--- config.mk ---
export PLATFORM = sky130hd
export DESIGN_NAME = dot_channel_seq
export DESIGN_NICKNAME = d
export VERILOG_FILES = /design/src/rtl/dot_channel_seq.sv
export SDC_FILE = /design/constraint.sdc
export NUM_CORES = 1
export LEC_CHECK = 0
export CAP_MARGIN = 20
export CORE_ASPECT_RATIO = 1.5
export CORE_MARGIN = 3
export CORE_UTILIZATION = 30
export DETAILED_ROUTE_END_ITERATION = 7
export SLEW_MARGIN = 20
export SYNTH_ARGS = -nofsm -noshare
export SYNTH_HDL_FRONTEND = slang
export SYNTH_SLANG_ARGS = --single-unit
export TNS_END_PERCENT = 100
--- constraint.sdc ---
create_clock -name clk -period 2.92 [get_ports clk]
set_clock_uncertainty 0.1 [all_clocks]
set_input_delay 0.876 -clock clk [delete_from_list [all_inputs] [get_ports clk]]
set_output_delay 0.876 -clock clk [all_outputs]
set_load 0.01 [all_outputs]
--- src/rtl/dot_channel_seq.sv ---
// -----------------------------------------------------------------------------
// dot_channel_seq
// Sequencer for a single dot_channel_14 instance. Sweeps every (cs, phase)
// weight tile (cs outer, phase inner). For each tile it waits for a feature
// vector, holds ws_load/dc_load high until the channel reports ch_valid,
// captures the result into a ready/valid output stage, and then drops the
// loads for at least one cycle so the channel's inner counter clears before
// the next tile. A LOAD phase lasting TIMEOUT cycles without ch_valid parks
// the sequencer in ERR with a sticky err flag until abort or reset.
//
// Ports
//   clk        in   rising-edge clock
//   rst_n      in   asynchronous reset, ACTIVE HIGH despite its name
//   start      in   begin a full sweep (honoured in IDLE only)
//   abort      in   synchronous return to IDLE from any busy state
//   busy       out  high whenever the sequencer is not IDLE
//   done       out  one-cycle pulse after the final result is accepted
//   err        out  sticky timeout flag, cleared by start or reset
//   d_valid    in   feature vector on the channel's d bus is stable
//   d_ready    out  one-cycle pulse: the current vector has been consumed
//   ws_load    out  channel ws_load
//   dc_load    out  channel dc_load
//   cs         out  tile select to the channel
//   phase      out  phase select to the channel
//   ch_valid   in   channel result valid
//   ch_q       in   channel result
//   res_valid  out  captured result available downstream
//   res_ready  in   downstream accepts the captured result
//   res_data   out  captured ch_q
//   res_cs     out  cs of the captured result
//   res_phase  out  phase of the captured result
// -----------------------------------------------------------------------------
`ifndef DATA_LEN
`define DATA_LEN 16
`endif

module dot_channel_seq #(
    parameter int CS_NUM    = 16,
    parameter int PHASE_NUM = 8,
    parameter int TIMEOUT   = 31
) (
    input  logic                 clk,
    input  logic                 rst_n,
    input  logic                 start,
    input  logic                 abort,
    output logic                 busy,
    output logic                 done,
    output logic                 err,
    input  logic                 d_valid,
    output logic                 d_ready,
    output logic                 ws_load,
    output logic                 dc_load,
    output logic [3:0]           cs,
    output logic [2:0]           phase,
    input  logic                 ch_valid,
    input  logic [`DATA_LEN-1:0] ch_q,
    output logic                 res_valid,
    input  logic                 res_ready,
    output logic [`DATA_LEN-1:0] res_data,
    output logic [3:0]           res_cs,
    output logic [2:0]           res_phase
);

    typedef enum logic [2:0] {
        ST_IDLE   = 3'd0,
        ST_WAIT_D = 3'd1,
        ST_LOAD   = 3'd2,
        ST_HOLD   = 3'd3,
        ST_ERR    = 3'd4
    } state_t;

    localparam logic [3:0] CS_LAST  = 4'(CS_NUM - 1);
    localparam logic [2:0] PH_LAST  = 3'(PHASE_NUM - 1);
    localparam logic [7:0] TO_LIMIT = 8'(TIMEOUT);

    state_t               state_q, state_d;
    logic                 busy_q, busy_d;
    logic                 done_q, done_d;
    logic                 err_q, err_d;
    logic                 d_ready_q, d_ready_d;
    // ws_load and dc_load always move together, so one register drives both.
    logic                 load_q, load_d;
    logic [3:0]           cs_q, cs_d;
    logic [2:0]           phase_q, phase_d;
    logic                 res_valid_q, res_valid_d;
    logic [`DATA_LEN-1:0] res_data_q, res_data_d;
    logic [3:0]           res_cs_q, res_cs_d;
    logic [2:0]           res_phase_q, res_phase_d;
    logic [7:0]           to_cnt_q, to_cnt_d;
    logic [7:0]           to_cnt_inc_s;

    // LOAD-cycle count including the cycle currently in progress.
    assign to_cnt_inc_s = to_cnt_q + 8'd1;

    // Next-state and next-output logic for the sweep FSM.
    always_comb begin
        state_d     = state_q;
        busy_d      = busy_q;
        done_d      = 1'b0;
        err_d       = err_q;
        d_ready_d   = 1'b0;
        load_d      = load_q;
        cs_d        = cs_q;
        phase_d     = phase_q;
        res_valid_d = res_valid_q;
        res_data_d  = res_data_q;
        res_cs_d    = res_cs_q;
        res_phase_d = res_phase_q;
        to_cnt_d    = to_cnt_q;

        if (abort && (state_q != ST_IDLE)) begin
            // Abort drops everything in flight but leaves err untouched.
            state_d     = ST_IDLE;
            busy_d      = 1'b0;
            load_d      = 1'b0;
            res_valid_d = 1'b0;
            to_cnt_d    = 8'd0;
        end else begin
            case (state_q)
                ST_IDLE: begin
                    if (start) begin
                        state_d  = ST_WAIT_D;
                        busy_d   = 1'b1;
                        err_d    = 1'b0;
                        cs_d     = 4'd0;
                        phase_d  = 3'd0;
                        load_d   = 1'b0;
                        to_cnt_d = 8'd0;
                    end else begin
                        state_d = ST_IDLE;
                        busy_d  = 1'b0;
                    end
                end
                ST_WAIT_D: begin
                    if (d_valid) begin
                        state_d = ST_LOAD;
                        load_d  = 1'b1;
                    end else begin
                        state_d = ST_WAIT_D;
                        load_d  = 1'b0;
                    end
                end
                ST_LOAD: begin
                    to_cnt_d = to_cnt_inc_s;
                    // A result arriving on the timeout cycle still counts.
                    if (ch_valid) begin
                        state_d     = ST_HOLD;
                        res_data_d  = ch_q;
                        res_cs_d    = cs_q;
                        res_phase_d = phase_q;
                        res_valid_d = 1'b1;
                        d_ready_d   = 1'b1;
                        load_d      = 1'b0;
                        to_cnt_d    = 8'd0;
                    end else if (to_cnt_inc_s == TO_LIMIT) begin
                        state_d  = ST_ERR;
                        err_d    = 1'b1;
                        load_d   = 1'b0;
                        to_cnt_d = 8'd0;
                    end else begin
                        state_d = ST_LOAD;
                        load_d  = 1'b1;
                    end
                end
                ST_HOLD: begin
                    // Loads stay low here so the channel recovers between tiles.
                    load_d = 1'b0;
                    if (res_valid_q && res_ready) begin
                        res_valid_d = 1'b0;
                        if (phase_q == PH_LAST) begin
                            if (cs_q == CS_LAST) begin
                                state_d = ST_IDLE;
                                busy_d  = 1'b0;
                                done_d  = 1'b1;
                            end else begin
                                state_d = ST_WAIT_D;
                                phase_d = 3'd0;
                                cs_d    = cs_q + 4'd1;
                            end
                        end else begin
                            state_d = ST_WAIT_D;
                            phase_d = phase_q + 3'd1;
                        end
                    end else begin
                        state_d = ST_HOLD;
                    end
                end
                ST_ERR: begin
                    state_d = ST_ERR;
                    busy_d  = 1'b1;
                    load_d  = 1'b0;
                end
                default: begin
                    state_d     = ST_IDLE;
                    busy_d      = 1'b0;
                    load_d      = 1'b0;
                    res_valid_d = 1'b0;
                    to_cnt_d    = 8'd0;
                end
            endcase
        end
    end

    // State and output registers with asynchronous active-high reset.
    always_ff @(posedge clk or posedge rst_n) begin
        if (rst_n) begin
            state_q     <= ST_IDLE;
            busy_q      <= 1'b0;
            done_q      <= 1'b0;
            err_q       <= 1'b0;
            d_ready_q   <= 1'b0;
            load_q      <= 1'b0;
            cs_q        <= 4'd0;
            phase_q     <= 3'd0;
            res_valid_q <= 1'b0;
            res_data_q  <= '0;
            res_cs_q    <= 4'd0;
            res_phase_q <= 3'd0;
            to_cnt_q    <= 8'd0;
        end else begin
            state_q     <= state_d;
            busy_q      <= busy_d;
            done_q      <= done_d;
            err_q       <= err_d;
            d_ready_q   <= d_ready_d;
            load_q      <= load_d;
            cs_q        <= cs_d;
            phase_q     <= phase_d;
            res_valid_q <= res_valid_d;
            res_data_q  <= res_data_d;
            res_cs_q    <= res_cs_d;
            res_phase_q <= res_phase_d;
            to_cnt_q    <= to_cnt_d;
        end
    end

    assign busy      = busy_q;
    assign done      = done_q;
    assign err       = err_q;
    assign d_ready   = d_ready_q;
    assign ws_load   = load_q;
    assign dc_load   = load_q;
    assign cs        = cs_q;
    assign phase     = phase_q;
    assign res_valid = res_valid_q;
    assign res_data  = res_data_q;
    assign res_cs    = res_cs_q;
    assign res_phase = res_phase_q;

endmodule

==> results of run 1 <==
==> path summary, 6_finish.rpt <==
kind	start	end	slack, ns	cells past startpoint
worst max register to register	state_q[0]$_DFF_PP0_	to_cnt_q[3]$_DFFE_PP0P_	0.87	4
worst max-delay path	abort	to_cnt_q[3]$_DFFE_PP0P_	0.37	5
worst min register to register	err$_DFFE_PP0P_	err$_DFFE_PP0P_	0.40	2
worst min-delay path	err$_DFFE_PP0P_	err$_DFFE_PP0P_	0.40	2
min in group asynchronous	rst_n	to_cnt_q[3]$_DFFE_PP0P_	0.82	3
max in group asynchronous	rst_n	done$_DFF_PP0_	1.67	3
==> routing by layer <==
| metal | vias up | track usage |
|---|---|---|
| met5 | - | 0 |
| met1 | 894 | 0.138 |
| met2 | 41 | 0.223 |
| met3 | 2 | 0.0284 |
| li1 | 866 | - |
| met4 | 0 | 0.0356 |
==> power by group through the flow <==
stage,sequential (mW),combinational (mW),clock [mW]
3_3_place_gp,0.963,0.817,0
6_report,0.953,0.814,0.553
3_5_place_dp,0.969,0.828,0
2_1_floorplan,0.982,0.396,0
5_1_grt,0.982,0.885,0.594
4_1_cts,0.954,0.832,0.581
==> stage by stage <==
step           cells  utilization  hold WS (ns)  setup WS [ns]
6_report         366        0.430         0.397          0.371
5_1_grt          366        0.430         0.421          0.269
4_1_cts          366        0.430         0.408          0.375
3_5_place_dp     358        0.412         0.388         0.0783
3_3_place_gp     358        0.412         0.385          0.127
2_1_floorplan    205            -         0.392          0.822
==> state kept, by name, summed over array words and instances, names as in the netlist <==
signal and count:
done 1, to_cnt_q 8, phase 3, res_phase 3, cs 4, state_q 3, busy 1, d_ready 1
dc_load 1, res_valid 1, res_data 16, res_cs 4, err 1
==> layout make-up <==
class	instances	area, µm²
clock buffer	6	72.6
clock inverter	2	60.1
fill	735	4200
inverter	7	26.3
multi-input combinational	142	1070
sequential	47	1180
tap	100	125
timing repair buffer	62	638
==> cell usage in the layout, fill, tap and decap left out, drive strengths merged, types with 6 or more instances in the layout <==
cell type,count
clkdlybuf4s50,59
nand3,11
inv,7
o21ai,12
mux2,25
nor2,9
xor2,6
a21oi,7
nor3,8
dfrtp,47
clkbuf,6
nand2,10
==> cell families after synthesis <==
group,share of synthesized area
xor gates and xnor gates,0.0264
AOI/OAI and AO/OA,0.122
buffers and inverters,0.0328
adders and majority gates,0.0269
muxes,0.125
DFF,0.506
and+or+nand+nor,0.160
==> synthesized netlist by cell type (all sizes together), types with 5 or more instances <==
| cell | instances | share of area |
|---|---|---|
| nand2 | 10 | 0.016 |
| o21ai | 12 | 0.026 |
| mux2 | 25 | 0.12 |
| ha | 5 | 0.027 |
| nor3 | 8 | 0.017 |
| xor2 | 6 | 0.023 |
| buf | 9 | 0.022 |
| nor2 | 9 | 0.018 |
| inv | 7 | 0.011 |
| a21oi | 7 | 0.015 |
| nand3 | 11 | 0.024 |
| dfrtp | 47 | 0.51 |
| o211ai | 5 | 0.016 |
==> critical path: stages <==
cell             delay (ns)
clkdlybuf4s50_1        0.60
or4b_4                 0.61
nor2_4                 0.18
o21ai_1                0.17
o211ai_1               0.22
==> metrics.yaml, run 1 <==
cells_and_area:
  area_growth_pct: 36.4
  drive_above_1_share: 0.169
  n_antenna_cell: 0
  fin_area_um2: 3170
  nNetsFinal: 293
synth:
  synth-seq-cells: 47
  synth_edf_count: 0
  avgSynthCellArea_um2: 11.3
  synthArstFlopShare: 1.00
  synth_nets: 233
  synth_area_um2: 2320
  synth-seq-area-share: 0.506
  ys.flop_type: "dfrtp_1"
  ys_types: 49
  yosys_warnings: 0
  syn-instance-count: 205
clock_network:
  clock-sinks: 47
  h-tree-depth: 2
  cts.reportedPaths.clkPinSlew_ns: 0.09
  cts_tree: "done"
  cts_inserted_buffers: 5
  cts-root-buf: "clkbuf_8"
  clock_path_buffers: 2
  cts_hold_buf: 0
  cts_setup_buffers: 0
  cts_resized: 0
  clk_latency_ns: 0.29
place:
  dpl_cell_area_um2: 3040
  gp_congestion: 0.815
  io_buffers: 59
  post-dp-hpwl_um: 3780
sta:
  tightest_slew_ns: 0.659
  period_minus_slack_ns: 2.55
  max_slew_margin: 0.561
  max_freq_ghz: 0.392
  setup_viol: 0
  grt_setup_unrepaired: "no"
  slew_violations: 0
  tns_ns: 0
  hold_viol: 0
  finalCritPeriodShare: 0.873
die:
  dieHeight_um: 114
  fp.dieW_um: 77.9
  initial_core_util: 0.315
  core_um2: 7370
  rows: 38
  die_area_um2: 8860
  ioPinCount: 60
global_route:
  grt_pass1_vias: 1827
  overflow: 0
  antenna_found_initial: 0
  grt_pass1_wl_um: 8780
  grt_max_degree: 48
  track_usage: 0.121
pwr:
  seqPwrFrac: 0.411
  peakVddDrop_mv: 0.332
  netSwitchingFraction: 0.292
  p_int_mw: 1.64
  pwr-share-comb: 0.351
  power.density_nw_per_um2: 732
  clock_power_share: 0.238
  finalPower_mw: 2.32
  leakagePower_nw: 1.38
  p_sw_mw: 0.678
routing:
  wl_met2_um: 2810
  num_vias: 1803
  routedWlPerCell_um: 13.9
  wl_met3_um: 225
  routed_via_density: 4.93
  wirelength_um: 5080
  drt_iter0_drc: 91
  detail-route-antenna-nets: 0
  drtPass1Iterations: 4
  top_layer: "met4"
  post-route-drc-count: 0
  drt-met1-wl_um: 2010
job:
  maxCapViolCount: 0
worst_setup_path:
  worstPathRequired_ns: 3.03
  path_max_fanout: 12
  endpoint_kind: "register"
  arrival_ns: 2.65
  setup.worst_path.start_class: "input pin"
  timing_worst_setup_path_type: "in -> reg"
status:
  status: "finished, final reports clean"
worst_hold_path:
  hold_path.class: "reg -> reg"
Note: power is estimated with default switching activity, not from simulation.
==> inputs of run 2 (changes only) <==
--- a/config.mk
+++ b/config.mk
@@ -10,6 +10,7 @@
 export CORE_MARGIN = 3
 export CORE_UTILIZATION = 30
 export DETAILED_ROUTE_END_ITERATION = 7
+export GPL_TIMING_DRIVEN = 0
 export SLEW_MARGIN = 20
 export SYNTH_ARGS = -nofsm -noshare
 export SYNTH_HDL_FRONTEND = slang
==> run 2 against run 1 <==
  * Clock-buffer cell count unchanged
  * Register-to-register slack improved by 0.19 ns
  * Die area unchanged
  * Wire length increased by 2.5%
  * First-iteration DRC count decreased by 20%
  * Critical path depth increased by 1
  * Power increased by 1.5%
  * Final cell count increased by 1.6%
  * Critical path type unchanged
  * Global-route usage increased by 0.14 points
  * Clock power about the same
==> metrics.yaml, run 2 (synthesis gave the netlist of run 1 again) <==
worst_setup_path:
  timing_worst_setup_path_type: "in -> reg"
  critPathBufInv: 4
  setup.worst_path.start_class: "input pin"
  path_max_fanout: 10
  endpoint_kind: "register"
  crit_chain: "clkdlybuf4s50_1 > buf_2 > inv_1 > nand4b_2 > buf_2 > mux2_2"
  critical-path-top-delay-family: "buffers and inverters"
  worstPathRequired_ns: 3.00
  cpMaxStageDelayCell: "clkdlybuf4s50_1"
  arrival_ns: 2.61
  cpMostUsedCell: "buf_2"
  slowest_delay_ns: 0.51
clock_network:
  clock_path_buffers: 2
  cts_tree: "done"
  cts_inserted_buffers: 5
  clock-sinks: 47
  cts_setup_buffers: 0
  cts-root-buf: "clkbuf_8"
  h-tree-depth: 2
  clk_latency_ns: 0.30
  cts_resized: 0
  cts.reportedPaths.clkPinSlew_ns: 0.08
  cts_hold_buf: 0
sta:
  grt_setup_unrepaired: "no"
  finalCritPeriodShare: 0.864
  setup_viol: 0
  tightest_slew_ns: 0.626
  fin_ws_ns: 0.398
  max_slew_margin: 0.581
  hold_viol: 0
  slew_violations: 0
  max_freq_ghz: 0.397
  tns_ns: 0
  whs_ns: 0.404
  period_minus_slack_ns: 2.52
pwr:
  finalPower_mw: 2.35
  clock_power_share: 0.236
  p_sw_mw: 0.694
  peakVddDrop_mv: 0.281
  seqPwrFrac: 0.389
  p_int_mw: 1.66
  netSwitchingFraction: 0.295
  leakagePower_nw: 1.39
  power.density_nw_per_um2: 738
  pwr-share-comb: 0.375
routing:
  top_layer: "met4"
  post-route-drc-count: 0
  routed_via_density: 4.86
  drt-met1-wl_um: 2090
  num_vias: 1809
  wl_met3_um: 234
  wirelength_um: 5210
  drt_iter0_drc: 73
  detail-route-antenna-nets: 0
  drtPass1Iterations: 4
  routedWlPerCell_um: 14.0
  wl_met2_um: 2800
cells_and_area:
  drive_above_1_share: 0.195
  final_cell_count_no_fill: 372
  fill_cells: 711
  area_growth_pct: 37.2
  final_common_cell: "clkdlybuf4s50_1"
  final_cell_mix: "clkdlybuf4s50_1, dfrtp_1, mux2_2, o21ai_0, nand3_1"
  nNetsFinal: 299
  largest_reg_flops: 16
  n_antenna_cell: 0
place:
  dp.cells: 364
  post-dp-hpwl_um: 4020
  io_buffers: 58
  gp_congestion: 0.844
  post-place-ws_ns: -0.0973
job:
  maxCapViolCount: 0
global_route:
  overflow: 0
  grt_pass1_vias: 1818
  grt_max_degree: 25
  track_usage: 0.123
  grt_pass1_wl_um: 8720
  antenna_found_initial: 0
die:
  core_um2: 7370
  fp.dieW_um: 77.9
  ioPinCount: 60
  die_area_um2: 8860
  initial_core_util: 0.315
  dieHeight_um: 114
  rows: 38
worst_hold_path:
  hold_path.class: "reg -> reg"
status:
  status: "finished, final reports clean"
run 2: final timing paths:
| path | start | end | slack, ns | depth (start not counted) |
|---|---|---|---|---|
| min reg2reg | err$_DFFE_PP0P_ | err$_DFFE_PP0P_ | 0.40 | 2 |
| min | err$_DFFE_PP0P_ | err$_DFFE_PP0P_ | 0.40 | 2 |
| max | abort | res_data[3]$_DFFE_PP0P_ | 0.40 | 6 |
| min in group asynchronous | rst_n | to_cnt_q[2]$_DFFE_PP0P_ | 0.85 | 2 |
| max reg2reg | to_cnt_q[0]$_DFFE_PP0P_ | to_cnt_q[4]$_DFFE_PP0P_ | 1.06 | 5 |
| max in group asynchronous | rst_n | res_phase[0]$_DFFE_PP0P_ | 1.36 | 3 |
run 2: metal layers:
metal / vias up / global-route usage
met5: - / 0
met3: 8 / 0.0292
li1: 882 / -
met1: 878 / 0.140
met4: 0 / 0.0392
met2: 41 / 0.223
run 2: final cells by class:
cell class | count | area, µm² | area share
Inverter | 7 | 26.3 | 0.00824
Timing Repair Buffer | 59 | 601 | 0.188
Clock inverter | 2 | 60.1 | 0.0188
Sequential cell | 47 | 1180 | 0.369
Multi-Input combinational cell | 142 | 1080 | 0.338
Clock buffer | 6 | 72.6 | 0.0228
Tap cell | 100 | 125 | 0.0392
Buffer | 9 | 50.0 | 0.0157
run 2: per-stage QoR:
step / utilization / cell area (µm²)
4_1_cts: 0.432 / 3180
6_report: 0.433 / 3190
5_1_grt: 0.433 / 3190
3_5_place_dp: 0.414 / 3050
2_1_floorplan: - / 2320
3_3_place_gp: 0.411 / 3030
run 2: worst reg2reg max path: stages (launching register included):
cell and delay (ns):
dfrtp_1 0.42, ha_1 0.26, xor2_1 0.14, nand4b_1 0.24, o21ai_1 0.43, o211ai_1 0.15
run 2: power groups by stage:
stage	Clock [mW]	Combinational, mW	Sequential (mW)
after detailed placement	0	0.898	0.929
after floorplan	0	0.396	0.982
final	0.555	0.883	0.915
after global placement	0	0.885	0.918
after global routing	0.604	0.958	0.942
after CTS	0.574	0.900	0.916
